<file path="src/rtl/tbus_arbiter.sv">
// Round-robin owner selection for a shared TINV-driven bus. It inserts a one-cycle
// all-off turnaround between owners and drives complementary EN/nEN per driver bank.
module tbus_arbiter #(
    parameter int N_REQ    = 4,
    parameter int MAX_HOLD = 8
) (
    input  logic             clk,
    input  logic             rst,
    input  logic [N_REQ-1:0] req,
    output logic [N_REQ-1:0] grant,
    output logic [N_REQ-1:0] drv_en,
    output logic [N_REQ-1:0] drv_nen,
    output logic             bus_idle
);

    localparam int IW = (N_REQ > 1) ? $clog2(N_REQ) : 1;
    localparam int PW = IW + 1;
    localparam int HW = $clog2(MAX_HOLD);
    localparam logic [HW-1:0] HOLD_LAST = HW'(MAX_HOLD - 1);
    localparam logic [IW-1:0] REQ_LAST  = IW'(N_REQ - 1);

    typedef enum logic [1:0] {IDLE, GRANT, TURN} state_t;

    state_t           state, state_next;
    logic [IW-1:0]    owner, owner_next;
    logic [IW-1:0]    rr_ptr, rr_next;
    logic [IW-1:0]    winner;
    logic [HW-1:0]    hold_cnt, hold_next;
    logic [N_REQ-1:0] owner_oh;
    logic [N_REQ-1:0] grant_next;
    logic             release_bus;

    // First asserted request at or above ptr, wrapping from N_REQ-1 back to 0.
    function automatic logic [IW-1:0] rr_pick(input logic [N_REQ-1:0] r,
                                              input logic [IW-1:0]    ptr);
        logic [IW-1:0] pick;
        logic [PW-1:0] pos;
        logic          found;
        pick  = ptr;
        found = 1'b0;
        for (int i = 0; i < N_REQ; i++) begin
            pos = {1'b0, ptr} + PW'(i);
            if (pos >= PW'(N_REQ))
                pos = pos - PW'(N_REQ);
            if (!found && r[pos[IW-1:0]]) begin
                pick  = pos[IW-1:0];
                found = 1'b1;
            end
        end
        return pick;
    endfunction

    assign winner   = rr_pick(req, rr_ptr);
    assign owner_oh = N_REQ'(1) << owner;

    // Owner dropping req and hold expiry fold into a single release term.
    assign release_bus = !req[owner] ||
                         ((hold_cnt == HOLD_LAST) && (|(req & ~owner_oh)));

    always_comb begin
        state_next = state;
        owner_next = owner;
        rr_next    = rr_ptr;
        hold_next  = hold_cnt;
        case (state)
            IDLE, TURN: begin
                if (|req) begin
                    state_next = GRANT;
                    owner_next = winner;
                    hold_next  = '0;
                end else begin
                    state_next = IDLE;
                end
            end
            GRANT: begin
                if (release_bus) begin
                    state_next = TURN;
                    rr_next    = (owner == REQ_LAST) ? '0 : owner + IW'(1);
                end else if (hold_cnt != HOLD_LAST) begin
                    hold_next = hold_cnt + HW'(1);
                end
            end
            default: state_next = IDLE;
        endcase
        grant_next = (state_next == GRANT) ? (N_REQ'(1) << owner_next) : '0;
    end

    // Outputs are flopped from the next-state decode so req never reaches a pin combinationally.
    always_ff @(posedge clk) begin
        if (rst) begin
            state    <= IDLE;
            owner    <= '0;
            rr_ptr   <= '0;
            hold_cnt <= '0;
            grant    <= '0;
            drv_en   <= '0;
            drv_nen  <= '1;
            bus_idle <= 1'b1;
        end else begin
            state    <= state_next;
            owner    <= owner_next;
            rr_ptr   <= rr_next;
            hold_cnt <= hold_next;
            grant    <= grant_next;
            drv_en   <= grant_next;
            drv_nen  <= ~grant_next;
            bus_idle <= (state_next != GRANT);
        end
    end

endmodule

</file>
<file path="config.mk">
export PLATFORM = sky130hd
export DESIGN_NAME = tbus_arbiter
export DESIGN_NICKNAME = d
export VERILOG_FILES = /design/src/rtl/tbus_arbiter.sv
export SDC_FILE = /design/constraint.sdc
export NUM_CORES = 1
export LEC_CHECK = 0
export BUFFER_PORTS_ARGS = -buffer_cell sky130_fd_sc_hd__buf_2
export CORE_UTILIZATION = 47
export DETAILED_ROUTE_END_ITERATION = 8
export HOLD_SLACK_MARGIN = 0.06
export PLACE_DENSITY_LB_ADDON = 0.25
export SLEW_MARGIN = 5
export SYNTH_ARGS = -nofsm -noshare
export SYNTH_HDL_FRONTEND = slang
export SYNTH_SLANG_ARGS = --single-unit
export TNS_END_PERCENT = 5
</file>
<file path="constraint.sdc">
create_clock -name clk -period 1.7 [get_ports clk]
set_input_delay 0.34 -clock clk [delete_from_list [all_inputs] [get_ports clk]]
set_output_delay 0.34 -clock clk [all_outputs]
set_load 0.02 [all_outputs]
</file>
==> impl_results.md <==
- Die outline height: 46.0 µm
- RSZ-0062 raised after global routing: yes
- Post-synthesis sequential area ratio: 0.397
- CP max-delay cell: dfxtp_2
- Largest net degree at the start of global routing: 14
- Nets@finish: 132
- Startpoint type of the worst setup path: flop
- Layout Skew: 0.00471 ns
- Worst Reg-to-Reg Cells: 7
- Max-slew headroom: 0.562
- Initial drt markers: 6
- Area grow syn2layout: 24.7%
- Synthesized flop and latch total: 18
- Total track usage: 0.177
- Cell area after synthesis: 908 µm²
- Die ar.: 2110 µm²
- Via/cell ratio: 4.99
- Share of post-route cells with drive strength above 1: 0.403
- Final Core Density: 0.642
- Row count: 15
- Core area: 1760 µm²
- Synth warn: 0
- Vias in the first global route: 617
- Setup CP Type: reg -> reg
- Port Buffers: 18
- Crit path cell chain: inv_1 > ha_2 > nor2b_4 > o41ai_4 > a31o_4 > inv_4 > or3_1
- Highest cell delay on the worst timing path: 0.36 ns
- Antenna Nets Post-Route: 0
- Fmax: 0.587 GHz
- Routed length per instance: 11.3 µm
- R2R Setup Slk: -0.004 ns
- WL final: 1.63 mm
- Worst path arrival time: 1.88 ns
- CTS HTree Levels: 1
- Clock transition at the registers of the reported paths: 0.10 ns
- DP Wirelength: 1.34 mm
- Worst Hold Class: in -> reg
- Die X-Extent: 46.0 µm
- Leak: 0.503 nW
- Routed via count: 718
- Initial core utilization: 0.515
- Status: complete, but fails checks
- TritonCTS buffer count: 3
- Dpl ws: -0.0544 ns
- Ys async rst share: 0
- Peak VDD IR: 0.577 mV
- ANT cells: 0
- RR Endpoint: drv_nen[2]
- Netlist cell types: 30
- Ys flop type: dfxtp_1
- Drt pass-1 iters: 4
- CP Launch Point: owner[1]
- Total gr overflow: 0
- WHS Endpoint: owner[1]
- First-pass GRT wire length: 2.62 mm
- Final setup viols: 1
- Worst Hold Launch: rst
- Syn_nets: 102
- DRC: 0
- CP Capture Type: flop
- Slew @ Worst Pin: 0.649 ns
- Hold Path Depth: 2
- Antenna violations before repair: 0
- Post-synth EDFFs: 0
- TritonCTS clock tree: built
- Setup slack after layout: -0.00447 ns
- Cell family with most CP delay: compound AO/OA/AOI/OAI gates
- Final Slew Violations: 0
- IO Pins: 19
- Worst-skew pair later-pin latency: 0.29 ns
- WP data required: 1.88 ns
- Root Driver: clkbuf_4
- Routability-driven placement congestion ratio: 0.752
- Buf+Inv Stages, Crit Path: 2
- Crit share post-route: 1.00
- Mapped Cells: 90
- Critical path fanouts, max: 4
- Final hold vios: 0
- P per Cell Area: 920 nW/µm²
- Worst r2r src: owner[1]
- Max Cap Viol: 0
- Synthesized area per cell: 10.1 µm²
- Failing checks: negative setup slack
- Sink Count: 18
- Period minus WS final: 1.70 ns
- Clk buf depth: 2
## synth_stat cells, types with 2 or more instances
cell type | count | area, µm²
dfxtp_1 | 18 | 360
nand2b_1 | 9 | 56.3
ha_1 | 6 | 75.1
nor2_1 | 6 | 22.5
nor2b_1 | 6 | 37.5
nor3_1 | 5 | 25.0
buf_4 | 4 | 30.0
a21oi_1 | 3 | 15.0
inv_1 | 3 | 11.3
mux2i_1 | 3 | 30.0
nand2_1 | 3 | 11.3
and3_1 | 2 | 12.5
mux2_2 | 2 | 22.5
nand3_1 | 2 | 10.0
o21ai_0 | 2 | 10.0
or3_1 | 2 | 12.5
## cell usage in the layout (no fill, tap or decap), types with 3 or more instances in the layout
| cell type | count |
|---|---|
| a21oi_1 | 3 |
| buf_2 | 18 |
| buf_4 | 12 |
| clkbuf_4 | 3 |
| dfxtp_1 | 16 |
| ha_1 | 5 |
| mux2i_1 | 3 |
| nand2_1 | 3 |
| nand2b_1 | 9 |
| nor2_1 | 6 |
| nor2b_1 | 5 |
| nor3_1 | 5 |
## through the flow
step	cells	setup TNS (ns)	cell area, µm²	power, mW	hold WS [ns]
floorplan	90	0	908	0.683	0.456
global placement	140	-0.0489	1090	0.782	0.465
detailed placement	140	-0.195	1090	0.791	0.473
CTS	144	0	1130	1.05	0.340
global route	144	-0.190	1130	1.10	0.356
finish	144	-0.00447	1130	1.04	0.351
## flip-flops by register name, summed over array words and instances (netlist names)
register and flops:
hold_cnt 3, drv_nen 4, owner 2, rr_ptr 2
state 2, bus_idle 1, drv_en 4
## per-layer routing
layer  up-vias  share of wire  global-route usage
met1       338           0.46               0.215
li1        368              -                   -
met4         0              0              0.0176
met5         -              0                   0
met2        12           0.50               0.310
met3         0          0.037              0.0595
## how the worst max path moves through the flow
stage                       to  slack, ns  cells past startpoint
floorplan           drv_nen[2]      0.004                      6
global placement     rr_ptr[0]      -0.03                      6
detailed placement   rr_ptr[0]      -0.05                      6
CTS                 drv_nen[2]      0.004                      7
global route        drv_nen[3]      -0.07                      7
finish              drv_nen[2]     -0.004                      7
## cell families (layout without fill, tap and decap cells)
kind of cell             count (synthesis)  after routing  share of synthesized area
AND/OR/NAND/NOR                         38             38                      0.242
flip-flops                              18             18                      0.397
AO/OA/AOI/OAI                           13             13                      0.139
buffers and inverters                    9             38                     0.0565
adder cells (fa/ha/maj)                  6              6                     0.0826
multiplexers                             6              6                     0.0826
## what timing repair did
action,CTS,global route
pin swaps,2,1
buffers inserted,0,0
endpoints found under the setup margin,5,5
hold buffers,0,0
resized for setup,5,1
hold endpoints to repair,0,0
## where the power goes
| part | internal (mW) | switching [mW] |
|---|---|---|
| registers | 0.462 | 0.0292 |
| logic | 0.138 | 0.153 |
| clock network | 0.130 | 0.129 |
| total | 0.731 | 0.311 |
## layout make-up
class                           count  area (µm²)
Timing Repair Buffer               30         180
Multi-Input combinational cell     63         502
Fill cell                         168         632
Tap cell                           25        31.3
Sequential cell                    18         365
Inverter                            4        17.5
Clock buffer                        4        36.3
No activity file was read; power rests on OpenSTA's default activity.
